===== src/rtl/detc_rate_adapter.sv =====
// Re-times one extracted displacement per video frame into one strobe (60Hz pass) or four strobes (240Hz split).
// Optional frame timeout (TimeoutCount/Timeout ports) is built when FRAME_TIMEOUT_EN is defined.
module detc_rate_adapter #(
    parameter int DETC_DATA_WIDTH = 13,
    parameter int PERIOD_WIDTH    = 32
) (
    input  logic                              clk,
    input  logic                              n_rst,
    input  logic                              DetcValid,
    input  logic signed [DETC_DATA_WIDTH-1:0] DetcData,
    input  logic                              En240Hz,
`ifdef FRAME_TIMEOUT_EN
    input  logic [PERIOD_WIDTH-1:0]           TimeoutCount,
    output logic                              Timeout,
`endif
    output logic                              ExtractFlag,
    output logic signed [DETC_DATA_WIDTH-1:0] OutDetcData,
    output logic                              OutEn240Hz,
    output logic                              PeriodValid,
    output logic                              Overrun
);
    localparam int W = DETC_DATA_WIDTH;
    localparam int P = PERIOD_WIDTH;
    localparam logic [P-1:0]        P_ONE   = {{(P-1){1'b0}}, 1'b1};
    localparam logic [P-1:0]        P_MAX   = {P{1'b1}};
    localparam logic signed [W+1:0] SAT_MAX = {3'b000, {(W-1){1'b1}}};
    localparam logic signed [W+1:0] SAT_MIN = {3'b111, {(W-1){1'b0}}};

    typedef enum logic [1:0] {IDLE = 2'd0, PASS = 2'd1, SPLIT = 2'd2} state_t;

    state_t            state_r;
    logic [P-1:0]      cnt_r;
    logic [P-1:0]      period_r;
    logic [P-1:0]      tmr_r;
    logic              seen_first_r;
    logic [W:0]        mag_q_r;
    logic [1:0]        mag_r_r;
    logic [1:0]        k_r;
    logic              neg_r;
    logic signed [W:0] rem_r;

    logic signed [W:0]   ext_s;
    logic [W:0]          abs_s;
    logic signed [W:0]   new_v0_s;
    logic signed [W:0]   cur_v_s;
    logic signed [W:0]   carry_s;
    logic signed [W:0]   base_s;
    logic signed [W+1:0] sum_s;
    logic signed [W-1:0] first_s;
    logic                split_s;
    logic [P-1:0]        new_step_s;
    logic [P-1:0]        step_s;

    // Strobe k of a split: |q| plus one extra unit for the first |r| strobes, sign restored.
    function automatic logic signed [W:0] split_val(input logic [W:0] mag_q, input logic [1:0] mag_r,
                                                    input logic neg, input logic [1:0] k);
        logic [W:0] m;
        if (k < mag_r) m = mag_q + {{W{1'b0}}, 1'b1};
        else           m = mag_q;
        if (neg) split_val = -$signed(m);
        else     split_val = $signed(m);
    endfunction

    function automatic logic [P-1:0] step_of(input logic [P-1:0] period);
        if (period[P-1:2] == {(P-2){1'b0}}) step_of = P_ONE;
        else                                step_of = period >> 2;
    endfunction

    function automatic logic signed [W-1:0] sat(input logic signed [W+1:0] x);
        if (x > SAT_MAX)      sat = SAT_MAX[W-1:0];
        else if (x < SAT_MIN) sat = SAT_MIN[W-1:0];
        else                  sat = x[W-1:0];
    endfunction

    // Decode the incoming sample and form the first strobe of a new frame, including any carried-over sum.
    always_comb begin
        ext_s = {DetcData[W-1], DetcData};
        if (DetcData[W-1]) abs_s = $unsigned(-ext_s);
        else               abs_s = $unsigned(ext_s);
        split_s    = En240Hz & PeriodValid;
        new_step_s = step_of(cnt_r);
        step_s     = step_of(period_r);
        new_v0_s   = split_val(abs_s >> 2, abs_s[1:0], DetcData[W-1], 2'd0);
        cur_v_s    = split_val(mag_q_r, mag_r_r, neg_r, k_r);
        if (state_r == SPLIT) carry_s = rem_r;
        else                  carry_s = {(W+1){1'b0}};
        if (split_s) base_s = new_v0_s;
        else         base_s = ext_s;
        sum_s   = {base_s[W], base_s} + {carry_s[W], carry_s};
        first_s = sat(sum_s);
    end

    // Period measurement, frame FSM and all registered outputs.
    always_ff @(posedge clk or negedge n_rst) begin
        if (!n_rst) begin
            state_r      <= IDLE;
            cnt_r        <= {P{1'b0}};
            period_r     <= {P{1'b0}};
            tmr_r        <= {P{1'b0}};
            seen_first_r <= 1'b0;
            mag_q_r      <= {(W+1){1'b0}};
            mag_r_r      <= 2'd0;
            k_r          <= 2'd0;
            neg_r        <= 1'b0;
            rem_r        <= {(W+1){1'b0}};
            ExtractFlag  <= 1'b0;
            OutDetcData  <= {W{1'b0}};
            OutEn240Hz   <= 1'b0;
            PeriodValid  <= 1'b0;
            Overrun      <= 1'b0;
`ifdef FRAME_TIMEOUT_EN
            Timeout      <= 1'b0;
`endif
        end else begin
            ExtractFlag <= 1'b0;
            Overrun     <= 1'b0;
            if (DetcValid) begin
                cnt_r        <= P_ONE;
                period_r     <= cnt_r;
                seen_first_r <= 1'b1;
                if (seen_first_r) PeriodValid <= 1'b1;
                else              PeriodValid <= PeriodValid;
                OutEn240Hz  <= En240Hz;
                ExtractFlag <= 1'b1;
                Overrun     <= (state_r == SPLIT);
                OutDetcData <= first_s;
`ifdef FRAME_TIMEOUT_EN
                Timeout     <= 1'b0;
`endif
                if (split_s) begin
                    state_r <= SPLIT;
                    mag_q_r <= abs_s >> 2;
                    mag_r_r <= abs_s[1:0];
                    neg_r   <= DetcData[W-1];
                    k_r     <= 2'd1;
                    tmr_r   <= new_step_s;
                    rem_r   <= ext_s - new_v0_s;
                end else begin
                    state_r <= PASS;
                end
            end else begin
                if (cnt_r != P_MAX) cnt_r <= cnt_r + P_ONE;
                else                cnt_r <= cnt_r;
`ifdef FRAME_TIMEOUT_EN
                // A missing frame invalidates the period so the next frame falls back to pass.
                if (TimeoutCount != {P{1'b0}} && cnt_r == TimeoutCount) begin
                    Timeout      <= 1'b1;
                    PeriodValid  <= 1'b0;
                    seen_first_r <= 1'b0;
                end else begin
                    Timeout <= Timeout;
                end
`endif
                case (state_r)
                    IDLE: state_r <= IDLE;
                    PASS: state_r <= IDLE;
                    SPLIT: begin
                        if (tmr_r == P_ONE) begin
                            ExtractFlag <= 1'b1;
                            OutDetcData <= cur_v_s[W-1:0];
                            rem_r       <= rem_r - cur_v_s;
                            tmr_r       <= step_s;
                            k_r         <= k_r + 2'd1;
                            if (k_r == 2'd3) state_r <= IDLE;
                            else             state_r <= SPLIT;
                        end else begin
                            tmr_r <= tmr_r - P_ONE;
                        end
                    end
                    default: state_r <= IDLE;
                endcase
            end
        end
    end
endmodule


===== config.mk =====
export PLATFORM = sky130hd
export DESIGN_NAME = detc_rate_adapter
export DESIGN_NICKNAME = d
export VERILOG_FILES = /design/src/rtl/detc_rate_adapter.sv
export SDC_FILE = /design/constraint.sdc
export NUM_CORES = 1
export LEC_CHECK = 0
export ABC_AREA = 1
export ABC_CLOCK_PERIOD_IN_PS = 6600
export BUFFER_PORTS_ARGS = -buffer_cell sky130_fd_sc_hd__buf_2
export CORE_UTILIZATION = 45
export DETAILED_ROUTE_END_ITERATION = 10
export PLACE_DENSITY = 0.63
export SLEW_MARGIN = 20
export SYNTH_ARGS = -nofsm -noshare
export SYNTH_HDL_FRONTEND = slang
export SYNTH_SLANG_ARGS = --single-unit

===== constraint.sdc =====
create_clock -name clk -period 6.6 [get_ports clk]
set_input_delay 0.66 -clock clk [delete_from_list [all_inputs] [get_ports clk]]
set_output_delay 0.66 -clock clk [all_outputs]
set_load 0.005 [all_outputs]

==> flow_metrics.env, run 1 <==
export IMPL_leakagePower_nw=5.72
export IMPL_outcome="completed"
export IMPL_syn_area_um2=11100
export IMPL_synthCells=1614
export IMPL_rsz0062_at_grt="no"
export IMPL_grt_antenna_before_repair=0
export IMPL_crit_type="in -> reg"
export IMPL_overflow=0
export IMPL_worst_setup_hold_path_clk_slew_ns=0.08
export IMPL_finalCritPeriodShare=0.752
export IMPL_area_growth_pct=9.67
export IMPL_grt_max_degree=82
export IMPL_clock_latency_ns=0.44
export IMPL_clockBufferDepth=2
export IMPL_synth_top_family_by_area="simple AND/OR/NAND/NOR gates"
export IMPL_r2r_setup_slack_ns=1.72
export IMPL_numCtsBuffers=17
export IMPL_detail_route_wl_per_cell_um=16.7
export IMPL_cts_repair_resized=0
export IMPL_syn_area_per_cell_um2=6.85
export IMPL_ant_nets=0
export IMPL_start_util=0.457
export IMPL_min_path_type="in -> async"
export IMPL_maxCapViolations=0
export IMPL_synth_most_common_cell="nand2_1"
export IMPL_routed_wl_mm=32.8
export IMPL_ir_drop_v=0.000207
export IMPL_cts_max_level=4
export IMPL_drive_gt1_frac=0.0816
export IMPL_drc=0
export IMPL_synth_xor_area_frac=0.0467
export IMPL_endpoint_kind="flop"
export IMPL_fp_dieArea_um2=25200
export IMPL_layout_nets=1698
export IMPL_portBuffers=33
export IMPL_synth_distinct_cells=56
export IMPL_yosys_most_used_dff="dfrtp_1"
export IMPL_synth_seq_cells=145
export IMPL_dr_pass1_iters=5
export IMPL_required_ns=6.97
export IMPL_post_cts_buffers=0
export IMPL_min_period_ns=4.96
export IMPL_nFillCells=2481
export IMPL_synth_area_top_cells="dfrtp_1 (33%), nand2_1 (13%), inv_1 (6.9%)"
export IMPL_cts_sinks=145
export IMPL_tightestPinTransition_ns=1.10
export IMPL_cp_start_kind="input pin"
export IMPL_cts_hold_buf=0
export IMPL_slowest_stage="buf_2"
export IMPL_synth_async_reset_ratio=1.00
export IMPL_die_x_um=159
export IMPL_grt_pass1_wl_mm=54.1
export IMPL_synth_edf_count=0
export IMPL_synth_top_area_cell="dfrtp_1"
export IMPL_powerDensity_nw_per_um2=285
export IMPL_dp_hpwl_mm=24.9
export IMPL_final_core_util=0.502
export IMPL_ctsRootBufferMaster="clkbuf_16"
export IMPL_pin_count=34
export IMPL_clock_skew_ns=0.0269
export IMPL_worstPathMaxFanout=28
export IMPL_synth_top_cell_area_share=0.328
export IMPL_diodes=0
export IMPL_synthTopCellsByCount="nand2_1 (377), inv_1 (204), nor2_1 (164)"
export IMPL_vias=10881
export IMPL_fmaxAchievable_mhz=201
export IMPL_crit_path_max_incr_delay_ns=0.42
export IMPL_grt_util_all_layers=0.268
export IMPL_yosysWarnings=0
export IMPL_setup_viol=0
export IMPL_slew_violations=0
export IMPL_fp_row_count=57
export IMPL_cp_data_arrival_time_ns=5.33
export IMPL_synth_simple_area_share=0.301
export IMPL_muxShareOfSynthArea=0
export IMPL_grt_pass1_vias=10035
export IMPL_synth_seq_area_share=0.328
export IMPL_cpMostUsedCell="nand2_1"
export IMPL_setup_tns_ns=0
export IMPL_die_y_um=159
export IMPL_maxSlewHeadroom=0.267
export IMPL_synth_adder_area_share=0.0609
export IMPL_syn_num_nets=1683
export IMPL_core_area_um2=24200
export IMPL_vias_per_cell=5.53
export IMPL_fin_hold_ws_ns=0.283
export IMPL_dr_first_iter_drc_count=1028
export IMPL_cts_tree="done"
export IMPL_synth_compound_area_frac=0.170
export IMPL_gp_congestion=0.961
export IMPL_hold_viol_final=0
-- logic make-up after synthesis --
logic type | Yosys count
compound gates | 332
xor+xnor | 59
fa+ha+maj | 52
simple gates | 760
flops | 145
buf+inv | 266
-- routing by layer --
| layer | track usage | routed length (um) |
|---|---|---|
| met5 | 0 | 0 |
| met1 | 0.422 | 16900 |
| met4 | 0.0538 | 263 |
| met2 | 0.389 | 13500 |
| met3 | 0.0321 | 2130 |
-- final cells by class --
type,instances,area (um2),area share
Timing Repair Buffer,44,256,0.0211
Clock buffer,17,425,0.0351
Sequential cell,145,3630,0.299
Clock inverter,15,189,0.0156
Multi-Input combinational cell,1203,6400,0.528
Tap cell,324,405,0.0334
Inverter,218,821,0.0677
-- worst max-delay path: cells and delay by family --
family | cells | cell delay (ns)
buffers and inverters | 3 | 0.62
AOI/OAI and AO/OA | 7 | 1.28
and+or+nand+nor | 14 | 1.49
xor gates and xnor gates | 2 | 0.39
adders and majority gates | 3 | 0.90
-- state kept, by name, summed over array words and instances (netlist names) --
register / cells
mag_r_r: 2
mag_q_r: 12
OutDetcData: 13
ExtractFlag: 1
seen_first_r: 1
cnt_r: 32
Overrun: 1
k_r: 2
PeriodValid: 1
period_r: 30
rem_r: 14
OutEn240Hz: 1
tmr_r: 32
state_r: 2
neg_r: 1
-- placed cells by master, fill, tap and decap left out, types with 3 or more instances in the layout --
master / synthesis / final
inv_1: 204 / 203
a31oi_1: 21 / 21
nor4_1: 27 / 27
xnor2_1: 18 / 18
nand3_1: 83 / 83
o21bai_1: 4 / 4
a21oi_1: 99 / 99
o2111ai_1: 6 / 6
a22oi_1: 4 / 4
clkinv_8: 0 / 7
a211oi_1: 6 / 6
nand4_1: 32 / 32
buf_2: 6 / 31
nand2_1: 377 / 377
inv_2: 11 / 12
buf_4: 1 / 12
nor2_2: 11 / 11
nor3_1: 30 / 30
o211ai_1: 6 / 6
or2_2: 5 / 5
nand3_2: 5 / 5
o21ai_1: 19 / 19
o31ai_1: 5 / 5
o21a_1: 4 / 4
inv_8: 0 / 3
dfrtp_1: 145 / 145
xor2_1: 41 / 41
o21ai_0: 129 / 129
a22o_1: 6 / 6
fa_1: 3 / 3
clkbuf_16: 0 / 17
nor2_1: 164 / 164
nand3b_1: 4 / 4
nor2_4: 3 / 3
ha_1: 49 / 49
o22ai_1: 9 / 9
nand2_2: 11 / 11
-- metrics by stage --
step / worst slack [ns] / cells / area [um2] / power (W)
after floorplan: 1.93 / 1614 / 11100 / 0.00206
after global placement: 1.37 / 1934 / 11500 / 0.00243
after detailed placement: 1.22 / 1934 / 11500 / 0.00244
after CTS: 1.66 / 1966 / 12100 / 0.00346
after global routing: 1.07 / 1966 / 12100 / 0.00370
final: 1.64 / 1966 / 12100 / 0.00346
-- power breakdown --
group	internal, W	switching [W]
Clock	0.000514	0.000488
Combinational	0.000474	0.000875
Sequential	0.00100	0.000106
Total	0.00199	0.00147
-- final timing paths --
check / from / to / cells past startpoint
setup / recovery: DetcData[12] / OutDetcData[5] / 29
hold / removal: n_rst / tmr_r[19] / 1
setup reg to reg: k_r[1] / rem_r[13] / 24
hold reg to reg: seen_first_r / seen_first_r / 2
max in group asynchronous: n_rst / period_r[17] / 2
min in group clk: En240Hz / OutEn240Hz / 3
No activity file was read; power rests on OpenSTA's default activity.
==> inputs of run 2 (changes only) <==
ABC_AREA = 0   (was 1)
ABC_CLOCK_PERIOD_IN_PS = 4600   (was 6600)
clock period = 4.6 ns   (was 6.6 ns; I/O delays follow)
==> flow_metrics.env, run 2 <==
export IMPL_ant_nets=0
export IMPL_ir_drop_v=0.000321
export IMPL_pin_count=34
export IMPL_crit_type="in -> reg"
export IMPL_vias_per_cell=5.78
export IMPL_maxSlewHeadroom=0.363
export IMPL_final_core_util=0.575
export IMPL_final_common_cell="buf_4"
export IMPL_wl_met2_mm=14.1
export IMPL_grt_antenna_before_repair=0
export IMPL_min_path_type="in -> async"
export IMPL_synth_distinct_cells=80
export IMPL_synth_area_top_cells="dfrtp_1 (33%), xnor2_1 (5.9%), ha_1 (5.6%)"
export IMPL_numCtsBuffers=17
export IMPL_leakagePower_nw=5.93
export IMPL_yosysWarnings=0
export IMPL_violations="negative setup slack"
export IMPL_p_comb_frac=0.448
export IMPL_cts_tree="done"
export IMPL_p_seq_frac=0.297
export IMPL_synthTopCellsByCount="dfrtp_1 (145), nor2_1 (136), nand2_1 (121)"
export IMPL_synth_top_cell_area_share=0.333
export IMPL_cp_start_kind="input pin"
export IMPL_diodes=0
export IMPL_start_util=0.462
export IMPL_clockBufferDepth=2
export IMPL_cp_data_arrival_time_ns=5.22
export IMPL_drc=0
export IMPL_yosys_most_used_dff="dfrtp_1"
export IMPL_clock_skew_ns=0.0157
export IMPL_synth_top_area_cell="dfrtp_1"
export IMPL_setup_tns_ns=-2.72
export IMPL_tightestPinTransition_ns=0.955
export IMPL_dp_hpwl_mm=24.3
export IMPL_layout_common_cells="buf_4 (164), dfrtp_1 (145), nor2_1 (130)"
export IMPL_outcome="complete, but fails checks"
export IMPL_powerDensity_nw_per_um2=410
export IMPL_p_int_w=0.00334
export IMPL_grt_max_degree=90
export IMPL_die_x_um=158
export IMPL_worst_setup_hold_path_clk_slew_ns=0.07
export IMPL_setup_viol=12
export IMPL_cts_max_level=4
export IMPL_cts_sinks=145
export IMPL_fp_dieArea_um2=24900
export IMPL_syn_area_per_cell_um2=8.31
export IMPL_fin_hold_ws_ns=0.0816
export IMPL_hold_viol_final=0
export IMPL_synth_async_reset_ratio=1.00
export IMPL_synth_edf_count=0
export IMPL_synth_most_common_cell="dfrtp_1"
export IMPL_vias=10423
export IMPL_layout_nets=1540
export IMPL_maxCapViolations=0
export IMPL_slew_violations=0
export IMPL_ctsRootBufferMaster="clkbuf_16"
export IMPL_finalCritPeriodShare=1.06
export IMPL_gp_congestion=1.02
export IMPL_grt_pass1_wl_mm=52.2
export IMPL_endpoint_kind="flop"
export IMPL_area_growth_pct=24.5
export IMPL_dr_wl_met3_mm=1.83
export IMPL_synth_seq_area_share=0.333
export IMPL_routed_wl_mm=32.9
export IMPL_die_y_um=158
export IMPL_worstPathMaxFanout=8
export IMPL_drive_gt1_frac=0.232
export IMPL_fp_row_count=56
export IMPL_dr_pass1_iters=7
export IMPL_total_power_w=0.00556
export IMPL_wl_met1_mm=16.5
export IMPL_portBuffers=33
export IMPL_syn_num_nets=1382
export IMPL_critPathLaunch="DetcData[1]"
export IMPL_core_area_um2=23600
export IMPL_required_ns=4.95
export IMPL_synth_seq_cells=145
export IMPL_pwr_share_clk=0.255
export IMPL_grt_pass1_vias=9762
export IMPL_clock_latency_ns=0.44
export IMPL_fmaxAchievable_mhz=205
export IMPL_rsz0062_at_grt="yes"
export IMPL_synthCells=1313
export IMPL_fin_ws_ns=-0.275
export IMPL_reg_largest_list="cnt_r x32, tmr_r x32, period_r x30"
export IMPL_detail_route_wl_per_cell_um=18.3
export IMPL_min_period_ns=4.88
export IMPL_highest_layer="met4"
export IMPL_r2r_start="k_r[1]"
export IMPL_grt_util_all_layers=0.273
export IMPL_power_switching_w=0.00223
export IMPL_overflow=0
export IMPL_dr_first_iter_drc_count=904
export IMPL_netSwitchingFraction=0.400
export IMPL_syn_area_um2=10900
==> run 2: layout make-up <==
| type | count | area [um2] |
|---|---|---|
| Clock buffer | 17 | 425 |
| Clock inverter | 15 | 181 |
| Fill cell | 2108 | 10000 |
| Inverter | 44 | 168 |
| Multi-Input combinational cell | 1059 | 7260 |
| Sequential cell | 145 | 3630 |
| Tap cell | 319 | 399 |
| Timing Repair Buffer | 204 | 1510 |
==> run 2: layer usage <==
| metal | global-route usage | up-vias |
|---|---|---|
| li1 | - | 5055 |
| met1 | 0.407 | 5029 |
| met2 | 0.407 | 299 |
| met3 | 0.0413 | 40 |
| met4 | 0.0707 | 0 |
| met5 | 0 | - |
==> run 2: what timing repair did <==
| action | 4_1_cts | 5_1_grt |
|---|---|---|
| hold buffers | 0 | 0 |
| setup endpoints to repair | 14 | 14 |
| buffers inserted | 15 | 4 |
| resized for setup | 37 | 22 |
| pin swaps | 37 | 19 |
==> run 2: kinds of logic after synthesis <==
family / Yosys count / share of synthesized area
and+or+nand+nor: 506 / 0.229
AOI/OAI and AO/OA: 347 / 0.206
DFF: 145 / 0.333
xor gates and xnor gates: 118 / 0.0968
buffers and inverters: 109 / 0.0379
adders and majority gates: 52 / 0.0617
muxes: 36 / 0.0360
==> run 2: metrics by stage <==
stage	cells	setup slack, ns	cell area (um2)
finish	1803	-0.275	13600
global route	1803	-0.538	13600
CTS	1799	-0.231	13400
detailed placement	1752	-1.02	12500
global placement	1752	-0.862	12500
floorplan	1313	-0.600	11000
==> run 2: final timing paths <==
check / endpoint / slack [ns] / depth (start not counted)
max reg2reg: rem_r[13] / 0.26 / 16
min: mag_q_r[11] / 0.08 / 1
max: OutDetcData[11] / -0.28 / 27
min in group clk: OutDetcData[12] / 0.35 / 2
min reg2reg: seen_first_r / 0.48 / 1
max in group asynchronous: rem_r[10] / 3.45 / 2
==> run 2: power by group through the flow <==
stage                     Combinational, W  Sequential, W  Clock, W
after floorplan                    0.00159        0.00160         0
after global placement             0.00230        0.00166         0
after detailed placement           0.00234        0.00167         0
after CTS                          0.00242        0.00165   0.00143
after global routing               0.00274        0.00168   0.00148
final                              0.00249        0.00165   0.00142
==> run 2: critical path, cell delays in order <==
cell and delay, ns:
buf_6 0.11, inv_2 0.06, ha_4 0.15, or3b_4 0.39
a221oi_4 0.26, buf_6 0.18, or2_4 0.14, nor2_4 0.05
buf_4 0.16, xnor2_1 0.13, nor2_1 0.07, a311oi_2 0.27
xnor2_1 0.18, o21ai_1 0.10, ha_1 0.31, buf_6 0.14
a211oi_4 0.26, a21boi_4 0.10, o311a_4 0.36, o41ai_4 0.20
buf_4 0.20, buf_6 0.10, xnor2_2 0.06, a221oi_2 0.29
buf_4 0.24, nand4_1 0.13, o211ai_1 0.14
